[config.mk]
export PLATFORM = sky130hd
export DESIGN_NAME = branch_hazard_ctrl
export DESIGN_NICKNAME = d
export VERILOG_FILES = /design/src/rtl/mips_pkg.sv /design/src/rtl/hazard_match.sv /design/src/rtl/branch_hazard_ctrl.sv
export SDC_FILE = /design/constraint.sdc
export NUM_CORES = 1
export LEC_CHECK = 0
export CAP_MARGIN = 40
export CELL_PAD_IN_SITES_DETAIL_PLACEMENT = 1
export CELL_PAD_IN_SITES_GLOBAL_PLACEMENT = 1
export CORE_MARGIN = 1
export CORE_UTILIZATION = 30
export CTS_CLUSTER_SIZE = 40
export DETAILED_ROUTE_END_ITERATION = 10
export PLACE_DENSITY = 0.79
export SYNTH_ARGS = -nofsm -noshare
export SYNTH_HDL_FRONTEND = slang
export SYNTH_HIERARCHICAL = 1
export SYNTH_SLANG_ARGS = --single-unit
[constraint.sdc]
create_clock -name clk -period 3.5 [get_ports clk]
set_input_delay 0.7 -clock clk [delete_from_list [all_inputs] [get_ports clk]]
set_output_delay 0.7 -clock clk [all_outputs]
set_load 0.005 [all_outputs]
[src/rtl/mips_pkg.sv]
// Shared definitions for the MIPS pipeline hazard logic.
package mips_pkg;

  localparam logic [1:0] FWD_RF  = 2'b00;
  localparam logic [1:0] FWD_EX  = 2'b01;
  localparam logic [1:0] FWD_MEM = 2'b10;

  localparam logic [7:0] BEQ_CTRL = 8'b00001000;

  typedef enum logic {
    RUN,
    STALL
  } state_e;

  // Forwarding source for one compare operand; EX result is younger, so it wins.
  function automatic logic [1:0] fwd_sel(
    input logic       ok,
    input logic [4:0] r,
    input logic       ex_alu,
    input logic [4:0] ex_rd,
    input logic       mem_alu,
    input logic [4:0] mem_rd
  );
    logic [1:0] sel;
    sel = FWD_RF;
    if (ok && ex_alu && (ex_rd == r)) begin
      sel = FWD_EX;
    end else if (ok && mem_alu && (mem_rd == r)) begin
      sel = FWD_MEM;
    end
    return sel;
  endfunction

endpackage

[src/rtl/hazard_match.sv]
// Combinational hazard classification: stall cycles needed and BEQ forwarding sources.
module hazard_match
  import mips_pkg::*;
#(
  parameter logic [7:0] BEQ_CTRL = mips_pkg::BEQ_CTRL
) (
  input  logic       id_valid,
  input  logic [7:0] id_ctrl,
  input  logic       id_uses_rs,
  input  logic       id_uses_rt,
  input  logic [4:0] id_rs,
  input  logic [4:0] id_rt,
  input  logic       ex_regwrite,
  input  logic       ex_memread,
  input  logic [4:0] ex_rd,
  input  logic       mem_regwrite,
  input  logic       mem_memread,
  input  logic [4:0] mem_rd,
  input  logic       fwd_en,
  output logic       is_beq,
  output logic [1:0] need,
  output logic [1:0] fwd_a,
  output logic [1:0] fwd_b
);

  logic rs_ok;
  logic rt_ok;
  logic ex_load_hit;
  logic mem_load_hit;
  logic ex_alu;
  logic mem_alu;

  // Operand qualification, load-hit detection and need/forwarding selection.
  always_comb begin
    is_beq       = (id_ctrl == BEQ_CTRL);
    rs_ok        = id_valid && id_uses_rs && (id_rs != 5'd0);
    rt_ok        = id_valid && id_uses_rt && (id_rt != 5'd0);
    ex_alu       = ex_regwrite && !ex_memread;
    mem_alu      = mem_regwrite && !mem_memread;
    ex_load_hit  = ex_memread && ((rs_ok && (ex_rd == id_rs)) || (rt_ok && (ex_rd == id_rt)));
    mem_load_hit = mem_memread && ((rs_ok && (mem_rd == id_rs)) || (rt_ok && (mem_rd == id_rt)));

    need = 2'd0;
    if (is_beq) begin
      if (ex_load_hit) begin
        need = 2'd2;
      end else if (mem_load_hit) begin
        need = 2'd1;
      end
    end else if (ex_load_hit) begin
      need = 2'd1;
    end

    fwd_a = FWD_RF;
    fwd_b = FWD_RF;
    if (fwd_en && is_beq) begin
      fwd_a = fwd_sel(rs_ok, id_rs, ex_alu, ex_rd, mem_alu, mem_rd);
      fwd_b = fwd_sel(rt_ok, id_rt, ex_alu, ex_rd, mem_alu, mem_rd);
    end
  end

endmodule

[src/rtl/branch_hazard_ctrl.sv]
// ID-stage hazard scheduler: stall/bubble/flush FSM, branch forwarding and perf counters.
module branch_hazard_ctrl
  import mips_pkg::*;
#(
  parameter int unsigned CNT_W    = 16,
  parameter logic [7:0]  BEQ_CTRL = mips_pkg::BEQ_CTRL
) (
  input  logic             clk,
  input  logic             rst,
  input  logic             hold,
  input  logic             id_valid,
  input  logic [7:0]       id_ctrl,
  input  logic             id_uses_rs,
  input  logic             id_uses_rt,
  input  logic [4:0]       id_rs,
  input  logic [4:0]       id_rt,
  input  logic             ex_regwrite,
  input  logic             ex_memread,
  input  logic [4:0]       ex_rd,
  input  logic             mem_regwrite,
  input  logic             mem_memread,
  input  logic [4:0]       mem_rd,
  input  logic             branch_taken,
  output logic             pc_write,
  output logic             ifid_write,
  output logic             idex_bubble,
  output logic             ifid_flush,
  output logic [1:0]       fwd_a,
  output logic [1:0]       fwd_b,
  output logic [CNT_W-1:0] stall_cycles,
  output logic [CNT_W-1:0] flush_cycles
);

  state_e           state_q, state_d;
  logic [1:0]       rem_q, rem_d;
  logic [CNT_W-1:0] stall_cnt_q, stall_cnt_d;
  logic [CNT_W-1:0] flush_cnt_q, flush_cnt_d;
  logic             is_beq;
  logic [1:0]       need;
  logic             fwd_en;

  assign fwd_en = !rst && (state_q == RUN);

  hazard_match #(
    .BEQ_CTRL(BEQ_CTRL)
  ) u_match (
    .id_valid    (id_valid),
    .id_ctrl     (id_ctrl),
    .id_uses_rs  (id_uses_rs),
    .id_uses_rt  (id_uses_rt),
    .id_rs       (id_rs),
    .id_rt       (id_rt),
    .ex_regwrite (ex_regwrite),
    .ex_memread  (ex_memread),
    .ex_rd       (ex_rd),
    .mem_regwrite(mem_regwrite),
    .mem_memread (mem_memread),
    .mem_rd      (mem_rd),
    .fwd_en      (fwd_en),
    .is_beq      (is_beq),
    .need        (need),
    .fwd_a       (fwd_a),
    .fwd_b       (fwd_b)
  );

  // Next-state and same-cycle pipeline control; stall beats a taken branch.
  always_comb begin
    state_d     = state_q;
    rem_d       = rem_q;
    pc_write    = 1'b1;
    ifid_write  = 1'b1;
    idex_bubble = 1'b0;
    ifid_flush  = 1'b0;
    if (rst) begin
      state_d = RUN;
      rem_d   = '0;
    end else if (hold) begin
      pc_write   = 1'b0;
      ifid_write = 1'b0;
    end else begin
      case (state_q)
        RUN: begin
          if (need != 2'd0) begin
            pc_write    = 1'b0;
            ifid_write  = 1'b0;
            idex_bubble = 1'b1;
            rem_d       = need - 2'd1;
            state_d     = (need > 2'd1) ? STALL : RUN;
          end else if (is_beq && branch_taken) begin
            ifid_flush = 1'b1;
          end
        end
        STALL: begin
          pc_write    = 1'b0;
          ifid_write  = 1'b0;
          idex_bubble = 1'b1;
          rem_d       = rem_q - 2'd1;
          if (rem_q == 2'd1) begin
            state_d = RUN;
          end
        end
        default: state_d = RUN;
      endcase
    end
  end

  // Saturating performance counters.
  always_comb begin
    stall_cnt_d = stall_cnt_q;
    flush_cnt_d = flush_cnt_q;
    if (idex_bubble && (stall_cnt_q != '1)) begin
      stall_cnt_d = stall_cnt_q + CNT_W'(1);
    end
    if (ifid_flush && (flush_cnt_q != '1)) begin
      flush_cnt_d = flush_cnt_q + CNT_W'(1);
    end
  end

  // State, remaining-stall and counter registers.
  always_ff @(posedge clk) begin
    if (rst) begin
      state_q     <= RUN;
      rem_q       <= '0;
      stall_cnt_q <= '0;
      flush_cnt_q <= '0;
    end else begin
      state_q     <= state_d;
      rem_q       <= rem_d;
      stall_cnt_q <= stall_cnt_d;
      flush_cnt_q <= flush_cnt_d;
    end
  end

  assign stall_cycles = stall_cnt_q;
  assign flush_cycles = flush_cnt_q;

endmodule

Yosys cells after proc, flatten, opt, wreduce, memory -nomap -nowiden
Index checks and enable logic that the tools add are counted.
{ "word_totals": {"regBits": 35, "input_bits": 39} }
{ "op_classes": {"bitwise_logic": 2, "addsub": 4, "magnitude_cmp": 1, "eq_ne": 9, "reduce_logical": 34, "n_mux": 29} }
{ "ops": {"columns": ["op", "count"], "rows": [
  ["16-bit by 1-bit adder with 16-bit output, second input constant", 2],
  ["16-bit inequality test, second input constant", 2],
  ["1-bit logical AND", 25],
  ["5-bit equality test", 4],
  ["2-bit two-way mux", 9],
  ["1-bit two-way mux", 16],
  ["5-bit nonzero test", 2],
  ["8-bit by 4-bit equality test with 1-bit output, second input constant", 1],
  ["1-bit case mux with 2 select lines", 3],
  ["2-bit case mux with 2 select lines", 1],
  ["2-bit by 1-bit subtractor with 2-bit output, second input constant", 2],
  ["1-bit zero test", 3],
  ["2-bit by 1-bit equality test with 1-bit output, second input constant", 1],
  ["2-bit by 1-bit greater-than comparator with 1-bit output, second input constant", 1],
  ["1-bit logical OR", 2],
  ["2-bit by 1-bit inequality test with 1-bit output, second input constant", 1],
  ["1-bit inverter", 2],
  ["2-bit AND reduction", 1],
  ["2-bit nonzero test", 1]
]} }

Logic depth before layout (Yosys ltp)
{ "depth": {"ltp_word": 14, "depth_mapped": 13} }

Hierarchy
The synthesis kept the hierarchy.
{ "by_module_without_submodules": {"columns": ["mod", "seq_area_each_um2", "area_each_um2", "instances", "cells_each"], "rows": [
  ["branch_hazard_ctrl", 700.7, 1969.4, 1, 226],
  ["hazard_match", 0.0, 379.1, 1, 47]
]} }

Worst setup path before layout
No wires, ideal clock.
{ "synth_timing": {"path_type": "input port to output port", "startpoint": "input port id_rs[3]", "endpoint": "output port ifid_flush", "t_arrival_ps": 2812, "required_ps": 2800, "path_stages": 11, "setup_slack_ps": -12, "cell_sequence": "or4_1 -> o211ai_2 -> nor4_1 -> o21ai_2 -> mux2_4 -> inv_1 -> ha_1 -> and4b_2 -> nand2_2 -> buf_6 -> inv_1"} }
{ "synth_between": {"elab_chain_len": 13, "elab_cells_between_ends": 19, "classes_between": "eq/ne (2); mux (8); reduce/logical (9)"} }
{ "synth_lines": {"columns": ["item", "line_no", "rtl"], "rows": [
  ["start: declaration", "branch_hazard_ctrl.sv:15", "input logic [4:0] id_rs,"],
  ["5-bit nonzero test", "hazard_match.sv:36", "rs_ok = id_valid && id_uses_rs && (id_rs != 5'd0);"],
  ["1-bit logical AND", "hazard_match.sv:36", null],
  ["1-bit logical AND", "hazard_match.sv:41", "mem_load_hit = mem_memread && ((rs_ok && (mem_rd == id_rs)) || (rt_ok && (mem_rd == id_rt)));"],
  ["1-bit logical OR", "hazard_match.sv:41", null],
  ["1-bit logical AND", "hazard_match.sv:41", null],
  ["1-bit two-way mux", "hazard_match.sv:47", "end else if (mem_load_hit) begin"],
  ["2-bit two-way mux", "hazard_match.sv:45", "if (ex_load_hit) begin"],
  ["2-bit two-way mux (*)", "hazard_match.sv:44", "if (is_beq) begin"],
  ["named net need[0]", "branch_hazard_ctrl.sv:39", "logic [1:0] need;"],
  ["2-bit nonzero test (*)", "branch_hazard_ctrl.sv:83", "if (need != 2'd0) begin"],
  ["1-bit two-way mux (*)", "branch_hazard_ctrl.sv:83", null],
  ["1-bit two-way mux (*)", "branch_hazard_ctrl.sv:81", "case (state_q)"],
  ["1-bit two-way mux (*)", "branch_hazard_ctrl.sv:77", "end else if (hold) begin"],
  ["1-bit two-way mux (*)", "branch_hazard_ctrl.sv:74", "if (rst) begin"],
  ["end: declaration", "branch_hazard_ctrl.sv:27", "output logic ifid_flush,"]
]} }
The timed path passes the listed nets; every way through them passes the cells marked *.

Worst setup path in the final report
{ "layout_timing": {"startpoint": "input port ex_rd[3]", "endpoint": "output port ifid_flush"} }
{ "layout_between": {"elab_chain_len": 11, "elab_cells_between_ends": 14, "classes_between": "eq/ne (2); mux (7); reduce/logical (5)"} }
{ "layout_lines": {"columns": ["item", "line_no", "rtl"], "rows": [
  ["start: declaration", "branch_hazard_ctrl.sv:19", "input logic [4:0] ex_rd,"],
  ["5-bit equality test", "hazard_match.sv:40", "ex_load_hit = ex_memread && ((rs_ok && (ex_rd == id_rs)) || (rt_ok && (ex_rd == id_rt)));"],
  ["1-bit logical AND", "hazard_match.sv:40", null],
  ["1-bit logical OR (*)", "hazard_match.sv:40", null],
  ["1-bit logical AND (*)", "hazard_match.sv:40", null],
  ["1-bit two-way mux or 2-bit two-way mux (tied branches)", "hazard_match.sv:50, hazard_match.sv:45", null],
  ["2-bit two-way mux (*)", "hazard_match.sv:44", null],
  ["named net need[0]", "branch_hazard_ctrl.sv:39", null],
  ["2-bit nonzero test (*)", "branch_hazard_ctrl.sv:83", null],
  ["1-bit two-way mux (*)", "branch_hazard_ctrl.sv:83", null],
  ["1-bit two-way mux (*)", "branch_hazard_ctrl.sv:81", null],
  ["1-bit two-way mux (*)", "branch_hazard_ctrl.sv:77", null],
  ["1-bit two-way mux (*)", "branch_hazard_ctrl.sv:74", null]
]} }
Marks and branches as above.

==> flow_metrics.tcl <==
set metrics [dict create \
    muxShareOfSynthArea 0.0432 \
    setup_slack_ns -0.100 \
    die_y_um 90.5 \
    worst-endpoint-required_ns 2.80 \
    timing.fmax_ghz 0.278 \
    worst_pin_slew_ns 0.646 \
    clk_pin_slew_ns 0.07 \
    place_congestion 0.823 \
    clock_skew_ns 0.00843 \
    synth_edf_count 0 \
    ir_worst_vdd_v 0.000116 \
    yosysSeqAreaShare 0.298 \
    yosys.area_share.simple 0.318 \
    final_common_cell "clkdlybuf4s50_1" \
    wl_per_cell_um 17.3 \
    grt_pass1_vias 2761 \
    ys_types 54 \
    rr_endpoint "stall_cycles[8]" \
    vias 2713 \
    nFillCells 840 \
    layout.cells.non_filler 489 \
    firstDrtPassIters 6 \
    cts_sinks 35 \
    die_area_um2 8190 \
    synth.cell_area_um2 2350 \
    crit_path_end_kind "output pin" \
    drt-initial-drc-count 103 \
    core_area_um2 7410 \
    syn-instance-count 273 \
    crit_arrival_ns 2.90 \
    finalSetupViolCount 4 \
    seqPwrFrac 0.486 \
    yosysWarnings 6 \
    synth-main-ff-cell "dfxtp_1" \
    final_cell_mix "clkdlybuf4s50_1 (52), buf_4 (36), dfxtp_1 (35), nand2_1 (15)" \
    setup_tns_ns -0.230 \
    drt-total-wl_mm 8.47 \
    clkPwrFrac 0.356 \
    port-buffer-count 78 \
    grt_setup_unrepaired "yes" \
    startpoint_type "primary input" \
    startpoint "ex_rd[3]" \
    viasPerCell 5.55 \
    crit_type "primary input to output pin" \
    timing.reg2reg.setup_slack_ns 1.48 \
    swShare 0.261 \
    status "finished, violations left" \
    die_w_um 90.5 \
    cts_hold_buf 0 \
    synth_top_family_by_area "simple AND/OR/NAND/NOR gates" \
    num_antenna_cells 0 \
    rows 31 \
    root_buffer "clkbuf_8" \
    dpl.cell_count 472 \
    grt_max_degree 14 \
    violations "negative setup slack" \
    p_sw_mw 0.214 \
    num_io_pins 79 \
    synthXorXnorAreaFrac 0.0746 \
    dp_hpwl_mm 6.12 \
    hold_viol_final 0 \
    start_util 0.317 \
    hold_class "flop to flop" \
    slew_violations 0 \
    synth_fp_nets 317 \
    syn_to_final_growth_pct 59.1 \
    synth-async-reset-ratio 0 \
    p_per_area_nw_per_um2 219 \
    r2r.worst_path.cells 7 \
    cts_tree "built" \
    antenna_found_initial 0 \
    period_needed_ns 3.60 \
    rr_startpoint "state_q" \
    maxCapViolCount 0 \
    drc 0 \
    synth_fa_ha_area_frac 0.0266 \
    ant_nets 0 \
    pwr-share-comb 0.158 \
    drive_gt1_frac 0.287 \
    p_leak_nw 1.35 \
    final_util 0.504 \
    clk_latency_ns 0.28 \
    synth-compound-area-share 0.192 \
    cp-endpoint "ifid_flush" \
    period_share 1.03 \
    place_ws_ns -0.926 \
    htreeDepth 2 \
    internal-power_mw 0.605 \
    grt_use_total 0.196 \
    cts_buffer_depth 2 \
    final_nets 433 \
    syn_area_per_cell_um2 8.60 \
    grt_first_pass_wirelength_mm 13.2 \
    synth-seq-cells 35 \
    overflow 0 \
    numCtsBuffers 5 \
    cp_max_fo 4 \
    max_slew_margin 0.566 \
]
## through the flow
step,area (µm²),hold WS (ns),power [mW]
3_3_place_gp,3430,0.488,0.519
6_report,3740,0.515,0.819
5_1_grt,3740,0.555,0.851
2_1_floorplan,2350,0.471,0.446
4_1_cts,3610,0.516,0.816
3_5_place_dp,3430,0.499,0.523
## flip-flops by register name, summed over array words and instances, names as in the netlist
signal / cells
flush_cycles: 16
rem_q: 2
state_q: 1
stall_cycles: 16
## power groups by stage
stage	Sequential (mW)	Combinational, mW	Clock (mW)
finish	0.398	0.129	0.291
global route	0.398	0.136	0.316
global placement	0.408	0.112	0
detailed placement	0.408	0.115	0
CTS	0.398	0.116	0.301
floorplan	0.408	0.0386	0
## routing by layer
metal,global-route usage,up-vias,part of all wire
li1,-,1294,-
met1,0.226,1331,0.41
met2,0.374,70,0.54
met3,0.0253,18,0.027
met4,0.0524,0,0.022
met5,0,-,0
## area by class of cell
| type | count | area (µm²) | area share |
|---|---|---|---|
| Clock inverter | 1 | 5.00 | 0.00134 |
| Multi-Input combinational cell | 214 | 1720 | 0.460 |
| Inverter | 15 | 58.8 | 0.0157 |
| Sequential cell | 35 | 701 | 0.188 |
| Clock buffer | 7 | 76.3 | 0.0204 |
| Timing Repair Buffer | 118 | 1050 | 0.282 |
| Tap cell | 99 | 124 | 0.0332 |
## cells by family after synthesis
family                   Yosys count
multiplexers                       9
buffers and inverters             24
AND/OR/NAND/NOR                  116
AO/OA/AOI/OAI                     64
flip-flops                        35
adder cells (fa/ha/maj)            5
XOR/XNOR                          20
## worst min-delay path by stage
stage | end | cells past startpoint | start | slack (ns)
finish | stall_cycles[5] | 1 | stall_cycles[5] | 0.52
global route | stall_cycles[5] | 1 | stall_cycles[5] | 0.56
CTS | stall_cycles[5] | 1 | stall_cycles[5] | 0.52
detailed placement | stall_cycles[5] | 1 | stall_cycles[5] | 0.50
global placement | stall_cycles[5] | 1 | stall_cycles[5] | 0.49
floorplan | stall_cycles[5] | 1 | stall_cycles[5] | 0.47
## worst max-delay path, cell delays in order
cell and delay, ns:
clkdlybuf4s50_1 0.47, xor2_1 0.22, nor4_2 0.36, o21ai_2 0.11
mux2_4 0.33, inv_4 0.06, ha_4 0.16, and4b_2 0.26
nand2_2 0.07, inv_2 0.07, buf_6 0.09
## what timing repair did
| item | 4_1_cts | 5_1_grt |
|---|---|---|
| resized for setup | 82 | 34 |
| endpoints found under the setup margin | 36 | 24 |
| buffers inserted | 7 | 4 |
| pin swaps | 16 | 17 |
## synth_stat cells (6+ instances only)
cell type,count,area share
nand2_1,15,0.024
nand3_1,8,0.017
xnor2_1,12,0.045
and4_1,9,0.034
a21oi_1,19,0.040
o21ai_0,7,0.015
nor4_1,9,0.024
dfxtp_1,35,0.30
nand4_1,13,0.035
or4_1,13,0.042
nor2_1,12,0.019
nor2b_1,6,0.016
o31ai_1,11,0.035
inv_1,15,0.024
xor2_1,8,0.030
Note: power is estimated with default switching activity, not from simulation.
